<file path="config.mk">
export PLATFORM = sky130hd
export DESIGN_NAME = rf_dump_reader
export DESIGN_NICKNAME = d
export VERILOG_FILES = /design/src/rtl/rf_dump_reader.sv
export SDC_FILE = /design/constraint.sdc
export NUM_CORES = 1
export LEC_CHECK = 0
export CORE_MARGIN = 2
export CORE_UTILIZATION = 45
export CTS_CLUSTER_SIZE = 14
export DETAILED_ROUTE_END_ITERATION = 10
export HOLD_SLACK_MARGIN = 0.02
export PLACE_DENSITY = 0.77
export SETUP_SLACK_MARGIN = 0.1
export SYNTH_ARGS = -nofsm -noshare
export SYNTH_HDL_FRONTEND = slang
export SYNTH_SLANG_ARGS = --single-unit
</file>
<file path="constraint.sdc">
create_clock -name clock_i -period 1.9 [get_ports clock_i]
set_input_delay 0.38 -clock clock_i [delete_from_list [all_inputs] [get_ports clock_i]]
set_output_delay 0.38 -clock clock_i [all_outputs]
set_load 0.02 [all_outputs]
</file>
<file path="src/rtl/rf_dump_reader.sv">
// rf_dump_reader: sweeps every register of a two-read-port register file.
// One fetch reads an even/odd register pair. The pair is snapshotted and then
// streamed as two (address, data) beats on a registered valid/ready output.
module rf_dump_reader #(
  parameter int RSIZE = 4,
  parameter int DSIZE = 16
) (
  input  logic             clock_i,
  input  logic             reset_i,
  input  logic             start_i,
  output logic [RSIZE-1:0] raddr1_o,
  output logic [RSIZE-1:0] raddr2_o,
  input  logic [DSIZE-1:0] rdata1_i,
  input  logic [DSIZE-1:0] rdata2_i,
  output logic             out_valid_o,
  input  logic             out_ready_i,
  output logic [RSIZE-1:0] out_addr_o,
  output logic [DSIZE-1:0] out_data_o,
  output logic             busy_o,
  output logic             done_o
);

  localparam int PW = RSIZE - 1;

  typedef enum logic [2:0] {
    S_IDLE  = 3'd0,
    S_FETCH = 3'd1,
    S_EMIT0 = 3'd2,
    S_EMIT1 = 3'd3,
    S_DONE  = 3'd4
  } state_t;

  state_t           state_q, state_d;
  logic [PW-1:0]    pair_q, pair_d;
  logic [DSIZE-1:0] buf0_q, buf1_q;
  logic             out_valid_q, out_valid_d;
  logic [RSIZE-1:0] out_addr_q, out_addr_d;
  logic [DSIZE-1:0] out_data_q, out_data_d;
  logic             busy_q, busy_d;
  logic             done_q, done_d;
  logic             last_pair;

  assign last_pair = &pair_q;

  // Both read ports always point at the current pair.
  assign raddr1_o = {pair_q, 1'b0};
  assign raddr2_o = {pair_q, 1'b1};

  // State register.
  always_ff @(posedge clock_i) begin
    if (reset_i) state_q <= S_IDLE;
    else         state_q <= state_d;
  end

  // Next-state and pair-counter logic; the pair never wraps past the last one.
  always_comb begin
    state_d = state_q;
    pair_d  = pair_q;
    case (state_q)
      S_IDLE: begin
        pair_d = '0;
        if (start_i) state_d = S_FETCH;
      end
      S_FETCH: state_d = S_EMIT0;
      S_EMIT0: if (out_ready_i) state_d = S_EMIT1;
      S_EMIT1: begin
        if (out_ready_i) begin
          if (last_pair) begin
            state_d = S_DONE;
          end else begin
            state_d = S_FETCH;
            pair_d  = pair_q + 1'b1;
          end
        end
      end
      S_DONE: begin
        state_d = S_IDLE;
        pair_d  = '0;
      end
      default: begin
        state_d = S_IDLE;
        pair_d  = '0;
      end
    endcase
  end

  // Output next-values, derived from the upcoming state so the outputs can be registered.
  // Beat payload is loaded only on entry to an emit state, so it holds during stalls.
  always_comb begin
    out_valid_d = (state_d == S_EMIT0) || (state_d == S_EMIT1);
    busy_d      = (state_d != S_IDLE);
    done_d      = (state_d == S_DONE);
    out_addr_d  = out_addr_q;
    out_data_d  = out_data_q;
    if (state_d == S_EMIT0 && state_q == S_FETCH) begin
      out_addr_d = {pair_q, 1'b0};
      out_data_d = rdata1_i;
    end else if (state_d == S_EMIT1 && state_q == S_EMIT0) begin
      out_addr_d = {pair_q, 1'b1};
      out_data_d = buf1_q;
    end
  end

  // Datapath registers: pair counter, pair snapshot and registered outputs.
  always_ff @(posedge clock_i) begin
    if (reset_i) begin
      pair_q      <= '0;
      buf0_q      <= '0;
      buf1_q      <= '0;
      out_valid_q <= 1'b0;
      out_addr_q  <= '0;
      out_data_q  <= '0;
      busy_q      <= 1'b0;
      done_q      <= 1'b0;
    end else begin
      pair_q <= pair_d;
      if (state_q == S_FETCH) begin
        buf0_q <= rdata1_i;
        buf1_q <= rdata2_i;
      end
      out_valid_q <= out_valid_d;
      out_addr_q  <= out_addr_d;
      out_data_q  <= out_data_d;
      busy_q      <= busy_d;
      done_q      <= done_d;
    end
  end

  assign out_valid_o = out_valid_q;
  assign out_addr_o  = out_addr_q;
  assign out_data_o  = out_data_q;
  assign busy_o      = busy_q;
  assign done_o      = done_q;

endmodule

</file>
---- Word level (Yosys, flattened, before mapping) ----
Index checks and enable logic that the tools add are counted.
Widths: inputs -> output; s select.
word-level totals
  register bits after elaboration ......... 45
  bits in latches ......................... 0
  RAM bits ................................ 0
  memory bits (read-only) ................. 0
  output and inout port bits .............. 31
  memories ................................ 0
cells by class
  add/sub/neg operators ................... 1
  multipliers ............................. 0
  div/mod/pow operators ................... 0
  $lt $le $gt $ge ......................... 0
  equal/unequal tests ..................... 8
  shift operators ......................... 0
  multiplexer cells ....................... 12
  bitwise logic cells ..................... 1
  reduce and logical (&&, ||, !) cells .... 10
operator list
  operator             count
  $mux 16              2
  $mux 3               6
  $eq 3x2->1 const B   4
  $pmux 3 s4           1
  $mux 4               2
  $pmux 3 s2           1
  $reduce_and 3->1     2
  $ne 2x2->1 const B   2
  $reduce_or 2->1      2
  $add 3x1->3 const B  1
  $eq 3x1->1 const B   1
  $eq 3x3->1 const B   1
  $logic_not 3->1      1
  $reduce_bool 3->1    1
  $logic_and 1x1->1    2
  $reduce_bool 2->1    1
  $logic_or 1x1->1     1
  $not 1->1            1

---- Longest topological paths before layout ----
Gate-level depths: netlist of the first run.
  word-level depth ........................ 8
  mapped depth ............................ 6

---- Worst setup path after synthesis of the first run ----
No wires, ideal clock.
  kind .................................... reg-to-reg
  start ................................... reg pair_q[0]
  end ..................................... reg pair_q[1]
  setup time .............................. 0.132 ns
  arrival time ............................ 1.312 ns
  data required time ...................... 1.768 ns
  setup slack ............................. 0.456 ns
  cell stages (with the launch flop) ...... 6
  path buffers ............................ 0
  cells stage by stage .................... dfxtp_1 > ha_1 > ha_1 > and4b_1 > o2111ai_1 > a21oi_1
between the ends
  longest elaborated chain between the ends .. 4
RTL lines
  what                    line  RTL
  from (decl)             34    logic [PW-1:0] pair_q, pair_d;
  from (signal assigned)  116   pair_q <= pair_d;
  $add 3x1->3             72    pair_d = pair_q + 1'b1;
  $mux 3                  68    if (last_pair) begin
  $mux 3                  67    if (out_ready_i) begin
  $pmux 3 s2              59    case (state_q)
Parallel ways exist; a longest one is shown, timed or not. The select of a mux whose other input is x is not followed.
A chain may end at the register's enable or synchronous reset.

---- Worst setup path after layout of the first run ----
  start ................................... reg pair_q[0]
  end ..................................... out raddr2_o[1]
RTL lines
  what       line  RTL
  to (decl)  12    output logic [RSIZE-1:0] raddr2_o,
No word-level cell between the ends.

==> results of run 1 <==
## synthesized netlist by cell type, types with 4 or more instances
cell type / number
buf_6: 4
nor3_1: 16
clkbuf_1: 6
nand2_1: 45
o21ai_0: 4
a311oi_2: 7
buf_4: 9
a311oi_1: 9
nand2_2: 6
nand3_1: 7
a21oi_1: 23
dfxtp_1: 45
buf_2: 6
## layer usage
layer	vias up	GRT usage (%)	share of wire (%)
li1	876	-	-
met1	780	24.4	46
met2	54	28.0	47
met3	5	4.07	5.5
met4	0	7.19	1.1
met5	-	0	0
## worst paths after layout
check             startpoint             end  slack, ns
setup reg to reg  state_q[2]  out_data_o[15]       0.34
hold / removal     buf1_q[6]       buf1_q[6]       0.47
setup / recovery   pair_q[0]     raddr2_o[1]       0.16
hold reg to reg    buf1_q[6]       buf1_q[6]       0.47
## area by class of cell
cell class                      count  area, µm²  share of cell area, %
Clock inverter                      2       10.0                  0.375
Multi-Input combinational cell    145        882                   33.1
Timing Repair Buffer               74        736                   27.6
Inverter                            1       3.75                  0.141
Tap cell                           50       62.6                   2.35
Sequential cell                    45        901                   33.8
Clock buffer                        6       72.6                   2.72
## registers in the layout, summed over array words and instances, names as in the netlist
name / count
out_addr_o: 4
busy_o: 1
state_q: 3
out_data_o: 16
buf1_q: 16
pair_q: 3
done_o: 1
out_valid_o: 1
## logic make-up (layout without fill, tap and decap cells)
group                      after synthesis  count (layout)  synth area share, %
AOI/OAI and AO/OA                       53              53                 20.2
adders and majority gates                2               2                 1.29
buffers and inverters                   26              83                 8.72
DFF                                     45              45                 46.5
other                                    2               2                0.388
and+or+nand+nor                         88              88                 22.9
## power breakdown
part | internal [mW] | switching, mW
clock | 0.255 | 0.303
sequential | 1.02 | 0.0379
combinational | 0.265 | 0.265
total | 1.54 | 0.606
## cell usage in the layout, fill, tap and decap left out, types with 3 or more instances in the layout
cell,count
clkdlybuf4s50_1,63
nand2_1,45
dfxtp_1,45
a21oi_1,23
nor3_1,16
a311oi_1,9
buf_4,8
a311oi_2,7
nand3_1,7
nand2_2,6
clkbuf_8,5
o21ai_0,4
o2111ai_1,3
o21ai_1,3
==> impl_metrics.py, run 1 <==
metrics = {
    "synthesis": {
        "synth_ff_type": "dfxtp_1",
        "syn_inst": 216,
        "synth_top_area_share_pct": 46.5,
        "synth_top_area_cell": "dfxtp_1",
        "avgSynthCellArea_um2": 8.97,
        "synth-edff-count": 0,
        "async_reset_ff_share_pct": 0,
        "syn-num-nets": 254,
        "synth.distinct_cells": 33,
        "syn-cell-area_um2": 1940,
        "ys_ff_latch": 45,
        "ys_warn_count": 0,
        "synth_area_leaders": "dfxtp_1 (47%), nand2_1 (8.7%), a21oi_1 (5.9%)",
        "synth-seq-area-share_pct": 46.5,
    },
    "worst_setup_path": {
        "cp_cell_sequence": "clkdlybuf4s50_1",
        "crit_buf_inv": 1,
        "cp_slowest_cell": "clkdlybuf4s50_1",
        "path_max_fanout": 6,
        "worstSetupPathDepth": 1,
        "endpoint_kind": "output pin",
        "crit_family": "buffers and inverters",
        "required_ns": 1.52,
        "max_stage_delay_ns": 0.64,
        "startpoint_type": "register",
        "reg2reg_depth": 4,
        "critPathKind": "reg -> out",
        "arrival_ns": 1.36,
    },
    "global_routing": {
        "track_usage_pct": 18.1,
        "antenna_found_initial": 0,
        "grt.overflow.total": 0,
        "grt_max_degree": 52,
        "grt_pass1_vias": 1516,
        "grt_pass1_wl_um": 7110,
    },
    "die": {
        "rows": 23,
        "core-area_um2": 4060,
        "die_y_um": 69.6,
        "fp.dieW_um": 69.6,
        "dieArea_um2": 4840,
        "io_pins": 67,
        "initial_utilization_pct": 47.7,
    },
    "flow_run": {
        "maxCapViolCount": 0,
    },
    "drt": {
        "drt_iter0_drc": 94,
        "routedWlPerCell_um": 13.5,
        "drtPass1Iterations": 4,
        "drtAntennaViolNets": 0,
        "viasPerCell": 5.31,
        "wirelength_um": 4350,
        "remaining_drc_errors": 0,
        "vias": 1715,
    },
    "layout": {
        "diodes": 0,
        "design_area_um2": 2670,
        "final_util_pct": 65.7,
        "fin_nets": 310,
        "area.growth.synth_to_final_pct": 37.7,
        "drive_gt1_share_pct": 12.5,
        "layoutNonFillerInstCount": 323,
        "fill_cells": 367,
    },
    "clocking": {
        "cts_made_buffers": 5,
        "htree_levels": 2,
        "cts_hold_buffers": 0,
        "path_clk_slew_ns": 0.08,
        "clkLatencyLatePin_ns": 0.29,
        "cts.sinks": 45,
        "cts_tree": "built",
        "cts_max_path_buffers": 2,
        "clock-root-buffer": "clkbuf_8",
        "post_cts_buffers": 0,
        "cts_resized": 0,
    },
    "pwr": {
        "peakVddDrop_mv": 0.470,
        "total_power_mw": 2.14,
        "p_leak_nw": 0.908,
        "pwr_density_cell_nw_per_um2": 803,
    },
    "sta": {
        "hold_viol": 0,
        "finalSetupViolCount": 0,
        "finalWorstSetupSlack_ns": 0.158,
        "max_freq_mhz": 574,
        "post-route-period-util_pct": 91.7,
        "rsz0062_at_grt": "no",
        "skew_ns": 0.00342,
        "finalSetupTns_ns": 0,
        "fin_crit_ns": 1.74,
        "worst_hold_slack_ns": 0.466,
        "drv_slew": 0,
    },
    "place": {
        "dp_cells": 315,
        "gp_congestion": 0.729,
        "dpl-instance-area_um2": 2580,
        "portBuffers": 64,
        "preCtsSetupSlack_ns": 0.0238,
        "dp_hpwl_um": 3020,
    },
    "hold_path": {
        "hold-path-cell-count": 2,
        "hp-class": "reg -> reg",
    },
    "status": {
        "status": "finished clean",
    },
}
(Power assumes the default switching activity.)
==> run 2, diff against run 1 <==
- HOLD_SLACK_MARGIN: 0.02 -> 0.12
==> results of run 2 <==
The final DEF is identical to that of run 1; final timing and power are the same.
==> run 3, diff against run 2 <==
- CTS_CLUSTER_SIZE: 14 -> 28
==> results of run 3 <==
The final DEF is identical to that of run 1; final timing and power are the same.
==> RTL change (config.mk and constraints of run 1) <==
The 5 states of `state_t` get a one-hot encoding in 5 bits.
--- a/src/rtl/rf_dump_reader.sv
+++ b/src/rtl/rf_dump_reader.sv
@@ -22,12 +22,12 @@
 
   localparam int PW = RSIZE - 1;
 
-  typedef enum logic [2:0] {
-    S_IDLE  = 3'd0,
-    S_FETCH = 3'd1,
-    S_EMIT0 = 3'd2,
-    S_EMIT1 = 3'd3,
-    S_DONE  = 3'd4
+  typedef enum logic [4:0] {
+    S_IDLE  = 5'b00001,
+    S_FETCH = 5'b00010,
+    S_EMIT0 = 5'b00100,
+    S_EMIT1 = 5'b01000,
+    S_DONE  = 5'b10000
   } state_t;
 
   state_t           state_q, state_d;
Function: no difference found for any inputs over 10 cycles, from zero or initial values and one cycle with reset_i high; not proved beyond that.
==> RTL change against run 1 <==
  * Wire length rose by 1.5%
  * Critical endpoint is now raddr2_o[2]
  * Synthesized cell count rose by 8.8%
  * Register-to-register slack got worse by 110 ps
  * Highest routed layer unchanged
  * Worst setup slack improved by 30 ps
  * Sequential cell count rose by 2
  * Critical path type unchanged
  * Design area barely moved
  * Die area did not move
  * Global-route usage fell by 0.35 points
  * Area after synthesis did not move
Power is not compared: it rests on default switching activity, and its combinational part moved more than twofold at a synthesized area within 25%.
==> RTL change: results (changes against run 1) <==
Mapped Nets -> 273 (+7.5%)
Cell variety after synth -> 33 (unchanged)
Buffers added on ports -> 64 (unchanged)
Arr. time, crit path -> 1330 ps (-30 ps)
Reg2reg start -> state_q[1]
Number of remaining DRC errors -> 0 (unchanged)
Max FO, Critical Path -> 5 (-1)
Post-CTS sizing -> 0 (unchanged)
Cell count after synthesis -> 235 (+8.8%)
Setup slack, reg-to-reg -> 230 ps (-110 ps)
Place WS -> -71.8 ps (-95.6 ps)
Fin worst setup slack -> 188 ps (+29.5 ps)
Top post-synthesis cells by count -> nand2_1 (65), dfxtp_1 (47), a21oi_1 (22)
Max Clock Skew -> 5.95 ps (+2.53 ps)
Critical path launch point -> pair_q[1]
Post-DP HPWL -> 2.93 mm (-2.9%)
Leak -> 0.917 nW
Root Driver -> clkbuf_8
Placed Area -> 2580 sq um (-0.19%)
Nets -> 329 (+6.1%)
Clock Latency Late Sink -> 290 ps (about the same)
Top cells by area, synth -> dfxtp_1 (49%), nand2_1 (13%), a311oi_1 (6.3%)
Reg-to-Reg End -> out_data_o[9]
Status -> complete, no violations
Number of global-route vias before repair -> 1,515 (-0.066%)
Hold Crit Class -> reg -> reg
Drt via density -> 5.18 (-2.4%)
Routability cong. -> 0.725 (-0.52%)
WHS Endpoint -> buf1_q[10]
Num CTS Buffers -> 5 (unchanged)
WHS -> 458 ps (-8.32 ps)
Share of layout cells above drive strength 1 -> 7.53% (-4.9 points)
Critical path's slowest cell -> clkdlybuf4s50_1
Met2 GRT Util -> 27.4% (-0.64 points)
CP endpoint -> raddr2_o[2]
M1 GR Usage -> 24.2% (-0.23 points)
Main synth FF type -> dfxtp_1
First-pass GRT wire length -> 7.06 mm (-0.77%)
Reg2Reg Depth -> 4 (unchanged)
Vias -> 1,773 (+3.4%)
Ys Warns -> 0 (unchanged)
Worst hold path cell count -> 2 (unchanged)
GRT Overall Usage -> 17.7% (-0.35 points)
Grt met3 use -> 5.09% (+1.0 points)
Hold path startpoint -> buf1_q[10]
Total Wirelength -> 4.41 mm (+1.5%)
Post-synthesis sequential area ratio -> 48.6% (+2.1 points)
Clock buffer depth -> 2 (unchanged)
Initial antenna violation count -> 0 (unchanged)
Initial DRC Count -> 86 (-8.5%)
Worst vdd ir -> 0.000437 V
-- RTL change: cells by family after synthesis --
| logic type | synth area share, % |
|---|---|
| buf+inv | 6.91 |
| other cells | 0.388 |
| mux | 0.581 |
| simple gates | 25.3 |
| compound gates | 16.5 |
| flops | 48.6 |
| xor+xnor | 0.452 |
| fa+ha+maj | 1.29 |
-- RTL change: worst min-delay path: stages, from the launching register on --
cell and delay, ps:
dfxtp_1 310, nand2_1 50, a21oi_1 50
-- RTL change: layout make-up --
type	count	area (sq um)
well taps	50	62.6
multi-input cells	164	875
inverters	3	11.3
flip-flops and latches	47	941
clock inverters	1	5.00
repair buffers	70	698
clock buffers	7	76.3
fillers	375	1390
-- RTL change: power breakdown --
group	total [mW]	switching [mW]	internal (mW)
Combinational	0.195	0.0829	0.112
Sequential	1.02	0.0171	1.01
Clock	0.564	0.306	0.258
Total	1.78	0.406	1.38
-- RTL change: layer usage --
metal,up-vias,part of all wire [%]
li1,902,-
met1,804,46
met2,65,47
met3,2,6.3
met4,0,0.61
met5,-,0
